<file path="src/rtl/lcd_nibble_writer_if.sv">
// CPU-side byte handshake plus the 4-bit HD44780-style LCD bus driven by
// lcd_nibble_writer.
interface lcd_nibble_writer_if;
    // Handshake: a byte (iData, iRS) transfers on the rising clock edge where
    // iValid and oReady are both 1; iValid while oReady is 0 is dropped.
    logic [7:0] iData;
    logic       iRS;
    logic       iValid;
    logic       oReady;
    logic       oLCD_E;
    logic       oLCD_RS;
    logic       oLCD_RW;
    logic [3:0] oLCD_D;

    modport master (
        output iData, iRS, iValid,
        input  oReady, oLCD_E, oLCD_RS, oLCD_RW, oLCD_D
    );

    modport slave (
        input  iData, iRS, iValid,
        output oReady, oLCD_E, oLCD_RS, oLCD_RW, oLCD_D
    );
endinterface

</file>
<file path="src/rtl/lcd_nibble_writer.sv">
// Serialises accepted bytes as two E-strobed nibbles and enforces the LCD
// execution delay. Define LCD_INIT_EN to add the power-on init sequence.
module lcd_nibble_writer #(
    parameter int unsigned T_SETUP   = 2,
    parameter int unsigned T_EN      = 12,
    parameter int unsigned T_NIB_GAP = 50,
    parameter int unsigned T_CMD     = 2000,
    parameter int unsigned T_LONG    = 82000
`ifdef LCD_INIT_EN
    , parameter int unsigned T_POWERUP = 750000
`endif
) (
    input  logic                Clock,
    input  logic                Reset,
    lcd_nibble_writer_if.slave  bus,
    output logic [3:0]          o_state
);

    localparam logic [3:0] S_IDLE    = 4'd0;
    localparam logic [3:0] S_H_SETUP = 4'd1;
    localparam logic [3:0] S_H_EN    = 4'd2;
    localparam logic [3:0] S_H_GAP   = 4'd3;
    localparam logic [3:0] S_L_SETUP = 4'd4;
    localparam logic [3:0] S_L_EN    = 4'd5;
    localparam logic [3:0] S_WAIT    = 4'd6;
`ifdef LCD_INIT_EN
    localparam logic [3:0] S_I_BOOT  = 4'd7;
    localparam logic [3:0] S_I_PWR   = 4'd8;
    localparam logic [3:0] S_I_SETUP = 4'd9;
    localparam logic [3:0] S_I_EN    = 4'd10;
    localparam logic [3:0] S_I_WAIT  = 4'd11;
    localparam logic [3:0] S_RESET   = S_I_BOOT;
    localparam logic [19:0] C_POWERUP = 20'(T_POWERUP - 1);
`else
    localparam logic [3:0] S_RESET   = S_IDLE;
`endif

    // Counter reload values: a phase lasting N cycles starts at N-1.
    localparam logic [19:0] C_SETUP = 20'(T_SETUP - 1);
    localparam logic [19:0] C_EN    = 20'(T_EN - 1);
    localparam logic [19:0] C_GAP   = 20'(T_NIB_GAP - 1);
    localparam logic [19:0] C_CMD   = 20'(T_CMD - 1);
    localparam logic [19:0] C_LONG  = 20'(T_LONG - 1);

    logic [3:0]  r_state;
    logic [19:0] r_cnt;
    logic [7:0]  r_data;
    logic        r_rs;
    logic        r_ready;
    logic        r_lcd_e;
    logic        r_lcd_rs;
    logic [3:0]  r_lcd_d;

    logic [3:0]  w_next_state;
    logic [19:0] w_next_cnt;
    logic        w_accept;
    logic        w_cnt_zero;
    logic        w_is_long;
    logic [7:0]  w_data_nx;
    logic        w_rs_nx;
    logic        w_next_e;
    logic        w_next_rs;
    logic [3:0]  w_next_d;
`ifdef LCD_INIT_EN
    logic [1:0]  r_step;
    logic [1:0]  w_next_step;
    logic [19:0] w_init_wait;
`endif

    always_comb begin
        w_accept     = bus.iValid & r_ready;
        w_cnt_zero   = (r_cnt == 20'd0);
        w_is_long    = ~r_rs & (r_data != 8'h00) & (r_data <= 8'h03);
        w_next_state = r_state;
        w_next_cnt   = w_cnt_zero ? 20'd0 : r_cnt - 20'd1;
`ifdef LCD_INIT_EN
        w_next_step  = r_step;
        case (r_step)
            2'd0:    w_init_wait = 20'd204999;
            2'd1:    w_init_wait = 20'd4999;
            default: w_init_wait = C_CMD;
        endcase
`endif
        case (r_state)
            S_IDLE:    if (w_accept)   begin w_next_state = S_H_SETUP; w_next_cnt = C_SETUP; end
            S_H_SETUP: if (w_cnt_zero) begin w_next_state = S_H_EN;    w_next_cnt = C_EN;    end
            S_H_EN:    if (w_cnt_zero) begin w_next_state = S_H_GAP;   w_next_cnt = C_GAP;   end
            S_H_GAP:   if (w_cnt_zero) begin w_next_state = S_L_SETUP; w_next_cnt = C_SETUP; end
            S_L_SETUP: if (w_cnt_zero) begin w_next_state = S_L_EN;    w_next_cnt = C_EN;    end
            S_L_EN: if (w_cnt_zero) begin
                w_next_state = S_WAIT;
                w_next_cnt   = w_is_long ? C_LONG : C_CMD;
            end
            S_WAIT:    if (w_cnt_zero) w_next_state = S_IDLE;
`ifdef LCD_INIT_EN
            S_I_BOOT:  begin w_next_state = S_I_PWR; w_next_cnt = C_POWERUP; end
            S_I_PWR:   if (w_cnt_zero) begin w_next_state = S_I_SETUP; w_next_cnt = C_SETUP; end
            S_I_SETUP: if (w_cnt_zero) begin w_next_state = S_I_EN;    w_next_cnt = C_EN;    end
            S_I_EN:    if (w_cnt_zero) begin w_next_state = S_I_WAIT;  w_next_cnt = w_init_wait; end
            S_I_WAIT: if (w_cnt_zero) begin
                if (r_step == 2'd3) begin
                    w_next_state = S_IDLE;
                end else begin
                    w_next_state = S_I_SETUP;
                    w_next_cnt   = C_SETUP;
                    w_next_step  = r_step + 2'd1;
                end
            end
`endif
            default:   w_next_state = S_IDLE;
        endcase
    end

    // Outputs are decoded from the next state so the registered pins line up
    // with the state they belong to; the accepted byte feeds through directly.
    always_comb begin
        w_data_nx = w_accept ? bus.iData : r_data;
        w_rs_nx   = w_accept ? bus.iRS : r_rs;
        w_next_e  = (w_next_state == S_H_EN) || (w_next_state == S_L_EN);
        w_next_rs = r_lcd_rs;
        w_next_d  = r_lcd_d;
        case (w_next_state)
            S_H_SETUP, S_H_EN, S_H_GAP: begin
                w_next_d  = w_data_nx[7:4];
                w_next_rs = w_rs_nx;
            end
            S_L_SETUP, S_L_EN, S_WAIT: begin
                w_next_d  = w_data_nx[3:0];
                w_next_rs = w_rs_nx;
            end
`ifdef LCD_INIT_EN
            S_I_BOOT, S_I_PWR: w_next_rs = 1'b0;
            S_I_SETUP, S_I_EN, S_I_WAIT: begin
                w_next_d  = (w_next_step == 2'd3) ? 4'h2 : 4'h3;
                w_next_rs = 1'b0;
                w_next_e  = (w_next_state == S_I_EN);
            end
`endif
            default: ;
        endcase
    end

    always_ff @(posedge Clock or negedge Reset) begin
        if (!Reset) begin
            r_state  <= S_RESET;
            r_cnt    <= 20'd0;
            r_data   <= 8'h00;
            r_rs     <= 1'b0;
            r_ready  <= 1'b0;
            r_lcd_e  <= 1'b0;
            r_lcd_rs <= 1'b0;
            r_lcd_d  <= 4'h0;
`ifdef LCD_INIT_EN
            r_step   <= 2'd0;
`endif
        end else begin
            r_state  <= w_next_state;
            r_cnt    <= w_next_cnt;
            if (w_accept) begin
                r_data <= bus.iData;
                r_rs   <= bus.iRS;
            end
            r_ready  <= (w_next_state == S_IDLE);
            r_lcd_e  <= w_next_e;
            r_lcd_rs <= w_next_rs;
            r_lcd_d  <= w_next_d;
`ifdef LCD_INIT_EN
            r_step   <= w_next_step;
`endif
        end
    end

    assign bus.oReady  = r_ready;
    assign bus.oLCD_E  = r_lcd_e;
    assign bus.oLCD_RS = r_lcd_rs;
    assign bus.oLCD_RW = 1'b0;
    assign bus.oLCD_D  = r_lcd_d;
    assign o_state     = r_state;

endmodule
</file>
<file path="src/flat_wrapper.sv">
// flat-port wrapper written by rule: the top's interface ports become plain ports
module lcd_nibble_writer_flat 
#(
    parameter int unsigned T_SETUP   = 2,
    parameter int unsigned T_EN      = 12,
    parameter int unsigned T_NIB_GAP = 50,
    parameter int unsigned T_CMD     = 2000,
    parameter int unsigned T_LONG    = 82000

)
  (Clock, Reset, o_state, bus_iData, bus_iRS, bus_iValid, bus_oReady, bus_oLCD_E, bus_oLCD_RS, bus_oLCD_RW, bus_oLCD_D);
  lcd_nibble_writer_if bus_i ();
  input  logic Clock;
  input  logic Reset;
  output logic [3:0] o_state;
  input wire logic [$bits(bus_i.iData)-1:0] bus_iData;
  input wire logic [$bits(bus_i.iRS)-1:0] bus_iRS;
  input wire logic [$bits(bus_i.iValid)-1:0] bus_iValid;
  output wire logic [$bits(bus_i.oReady)-1:0] bus_oReady;
  output wire logic [$bits(bus_i.oLCD_E)-1:0] bus_oLCD_E;
  output wire logic [$bits(bus_i.oLCD_RS)-1:0] bus_oLCD_RS;
  output wire logic [$bits(bus_i.oLCD_RW)-1:0] bus_oLCD_RW;
  output wire logic [$bits(bus_i.oLCD_D)-1:0] bus_oLCD_D;
  assign bus_i.iData = bus_iData;
  assign bus_i.iRS = bus_iRS;
  assign bus_i.iValid = bus_iValid;
  assign bus_oReady = bus_i.oReady;
  assign bus_oLCD_E = bus_i.oLCD_E;
  assign bus_oLCD_RS = bus_i.oLCD_RS;
  assign bus_oLCD_RW = bus_i.oLCD_RW;
  assign bus_oLCD_D = bus_i.oLCD_D;
  lcd_nibble_writer #(.T_SETUP(T_SETUP), .T_EN(T_EN), .T_NIB_GAP(T_NIB_GAP), .T_CMD(T_CMD), .T_LONG(T_LONG)) u_core (.Clock(Clock), .Reset(Reset), .bus(bus_i), .o_state(o_state));
endmodule
</file>
<file path="config.mk">
export PLATFORM = sky130hd
export DESIGN_NAME = lcd_nibble_writer_flat
export DESIGN_NICKNAME = d
export VERILOG_FILES = /design/src/rtl/lcd_nibble_writer_if.sv /design/src/rtl/lcd_nibble_writer.sv /design/src/flat_wrapper.sv
export SDC_FILE = /design/constraint.sdc
export NUM_CORES = 1
export LEC_CHECK = 0
export BUFFER_PORTS_ARGS = -buffer_cell sky130_fd_sc_hd__buf_2
export CELL_PAD_IN_SITES_DETAIL_PLACEMENT = 0
export CELL_PAD_IN_SITES_GLOBAL_PLACEMENT = 1
export CORE_ASPECT_RATIO = 1.5
export CORE_UTILIZATION = 45
export DETAILED_ROUTE_END_ITERATION = 8
export PLACE_DENSITY_LB_ADDON = 0.1
export SYNTH_ARGS = -nofsm -noshare
export SYNTH_HDL_FRONTEND = slang
export SYNTH_SLANG_ARGS = --single-unit
export TNS_END_PERCENT = 50
</file>
<file path="constraint.sdc">
create_clock -name Clock -period 3.1 [get_ports Clock]
set_input_delay 0.31 -clock Clock [delete_from_list [all_inputs] [get_ports Clock]]
set_output_delay 0.31 -clock Clock [all_outputs]
set_load 0.02 [all_outputs]
</file>
==> impl_metrics.toml <==
[status]
status = "finished clean"

[final_layout]
final_util = 0.5333
drive_gt1_frac = 0.2833
fin_nets = 246
antenna_cells = 0
areaGrowthSynthToFinish_pct = 13.22

[timing]
slew_viol_final = 0
finalCritPeriodShare = 0.8898
worst-slew-pin-transition_ns = 0.8919
relSlewSlack = 0.4054
setup_violations = 0
fin_tns_setup_ns = 0
hold_violations = 0
max_freq_mhz = 362.5
min_period_ns = 2.759
finClkSkew_ns = 0.004353
rsz0062_at_grt = "false"

[power_and_ir_drop]
swShare = 0.3736
p_switching_mw = 0.7470
peakVddDrop_uv = 341.1
clock_power_share = 0.208
power_density_nw_per_um2 = 825.5
p_comb_frac = 0.381
p_leak_nw = 1.079
p_int_mw = 1.252
p_seq_frac = 0.412

[routing]
first_pass_iters = 4
drt-total-wl_um = 4704
num_vias = 1675
routedWlPerCell_um = 15.84
via_per_inst = 5.640
drt_iter0_drc = 64
postRouteAntennaNets = 0
drc = 0

[floorplan]
ios = 24
initial_core_util = 0.4711
dieArea_sq_um = 5040
rows = 30
core-area_sq_um = 4542
die_y_um = 86.45
die_w_um = 58.30

[logic_synthesis]
synth-edff-count = 0
yosysTopAreaCellShare = 0.4678
async_flop_share = 1.000
synth.avg_cell_area_sq_um = 10.24
syn_inst = 209
ys_ff_latch = 40
synth-warning-count = 0
yosys_most_used_dff = "dfrtp_1"
synth.area.top_cells = "dfrtp_1, mux2_2, nor2_1"
synth_area_sq_um = 2140
synth.distinct_cells = 52
seq_area_frac_synth = 0.4678
synth.largest_area_cell = "dfrtp_1"

[grt]
grt-ovfl-total = 0
antenna_found_initial = 0
grt_pass1_vias = 1688
grt_max_degree = 41
grt_pass1_wl_um = 8052
grt.total_usage = 0.2112

[worst_setup_path]
crit_path_end_kind = "flop"
start_kind = "flop"
cp_max_fo = 6
cp-startpoint = "u_core.r_cnt[0]"
regToRegSetupSlack_ns = 0.34
cp_data_required_time_ns = 3.28
cp.arrival_ns = 2.94
critPathKind = "flop to flop"
rr_worst_depth = 7
r2r-end = "u_core.bus.oLCD_RS"
r2r-start = "u_core.r_cnt[0]"
crit_path_end = "u_core.bus.oLCD_RS"

[clock_tree]
numClockSinks = 40
cts_buffers = 5
cts_root_buf = "clkbuf_8"
cts_hold_buf = 0
tritoncts = "built"
path_clk_slew_ns = 0.08
insertion_delay_ns = 0.29
htree_levels = 2
post_cts_buffers = 0
cts_resized = 0
clockBufferDepth = 2

[placement]
hpwl_um = 3568
portBuffers = 22
gp_congestion = 0.7896

[min_path]
min_path_type = "input port to async pin"

[run]
drv_cap = 0
[power by group through the flow]
stage | Combinational [mW] | Clock (mW) | Sequential, mW
after floorplan | 0.588 | 0 | 0.813
after global placement | 0.749 | 0 | 0.822
after detailed placement | 0.764 | 0 | 0.832
after CTS | 0.770 | 0.429 | 0.823
after global routing | 0.848 | 0.447 | 0.847
final | 0.761 | 0.415 | 0.823
[layout by cell type, fill, tap and decap left out, types with 3 or more instances in the layout]
master / netlist / routed
nor3_1: 11 / 11
clkbuf_8: 0 / 5
xnor2_1: 8 / 8
buf_2: 3 / 22
xor2_1: 6 / 6
nand3_1: 3 / 3
o31ai_2: 4 / 4
a21oi_1: 9 / 9
a22oi_1: 3 / 3
inv_1: 5 / 5
mux2_2: 10 / 10
o21ai_0: 11 / 11
dfrtp_1: 40 / 40
o21ba_2: 4 / 4
or2_2: 3 / 3
buf_4: 1 / 6
or4b_2: 3 / 3
nor4_1: 4 / 4
nor2_1: 19 / 19
or4_1: 3 / 3
nand2_1: 14 / 14
[area by class of cell]
cell class	instances	area [sq um]
clock inverter	2	35.03
timing repair buffer	28	155.1
clock buffer	6	72.57
sequential	40	1001
inverter	5	18.77
multi-input combinational	152	1060
tap	64	80.08
fill	427	2120
[synthesized netlist by cell type, drive strengths merged, types with 2 or more instances]
| master | n |
|---|---|
| nand2 | 14 |
| or2 | 3 |
| o31ai | 5 |
| nor3 | 13 |
| a21oi | 9 |
| and3 | 2 |
| or4 | 4 |
| xor2 | 6 |
| inv | 5 |
| a31o | 2 |
| clkbuf | 8 |
| nor2 | 19 |
| a22oi | 3 |
| xnor2 | 8 |
| or4b | 3 |
| o21ba | 4 |
| o22ai | 2 |
| nor4 | 4 |
| buf | 5 |
| a2111oi | 2 |
| o21ai | 11 |
| mux2 | 10 |
| o211ai | 2 |
| nand3b | 2 |
| dfrtp | 40 |
| nand3 | 3 |
| ha | 2 |
[routing by layer]
metal / global-route usage / wire [um] / share of wire
met5: 0 / 0 / 0
met2: 0.3918 / 2653 / 0.56
met3: 0.03731 / 121 / 0.026
met1: 0.2396 / 1862 / 0.40
met4: 0.06710 / 67 / 0.014
[worst max-delay path: stages (launching register included)]
cell     delay [ns]
dfrtp_1        0.41
inv_1          0.09
ha_1           0.15
or4b_2         0.65
or4_4          0.50
nor3_4         0.25
or2_2          0.26
mux2_2         0.35
[worst min-delay path by stage]
stage | startpoint | endpoint | slack [ns]
detailed placement | Reset | u_core.r_cnt[2] | 0.48
floorplan | Reset | u_core.bus.oLCD_D[0] | 0.01
CTS | Reset | u_core.r_cnt[2] | 0.17
global placement | Reset | u_core.r_cnt[4] | 0.47
finish | Reset | u_core.r_cnt[2] | 0.13
global route | Reset | u_core.r_cnt[2] | 0.22
[sequential cells by signal, summed over array words and instances (netlist names)]
register,flops
u_core.r_cnt,20
u_core.r_data,8
u_core.bus.oLCD_E,1
u_core.o_state,4
u_core.bus.oReady,1
u_core.bus.oLCD_D,4
u_core.bus.oLCD_RS,1
u_core.r_rs,1
[through the flow]
step | instances | cell area, sq um | total power [mW] | hold slack (ns) | setup WS, ns
floorplan | 210 | 2143 | 1.401 | 0.01441 | 0.5179
global placement | 289 | 2315 | 1.570 | 0.4679 | 0.3892
detailed placement | 289 | 2315 | 1.596 | 0.4826 | 0.3543
CTS | 297 | 2422 | 2.022 | 0.1657 | 0.3232
global route | 297 | 2422 | 2.142 | 0.2188 | 0.2242
finish | 297 | 2422 | 2.000 | 0.1281 | 0.3415
[kinds of logic after synthesis]
group                    Yosys count  share of synthesized area
multiplexers                      10                    0.05263
XOR/XNOR                          14                    0.05731
other                              1                   0.001753
flip-flops                        40                     0.4678
AND/OR/NAND/NOR                   73                     0.1842
buffers and inverters             18                    0.03860
AO/OA/AOI/OAI                     51                     0.1860
adder cells (fa/ha/maj)            2                    0.01169
Note: power is estimated with default switching activity, not from simulation.
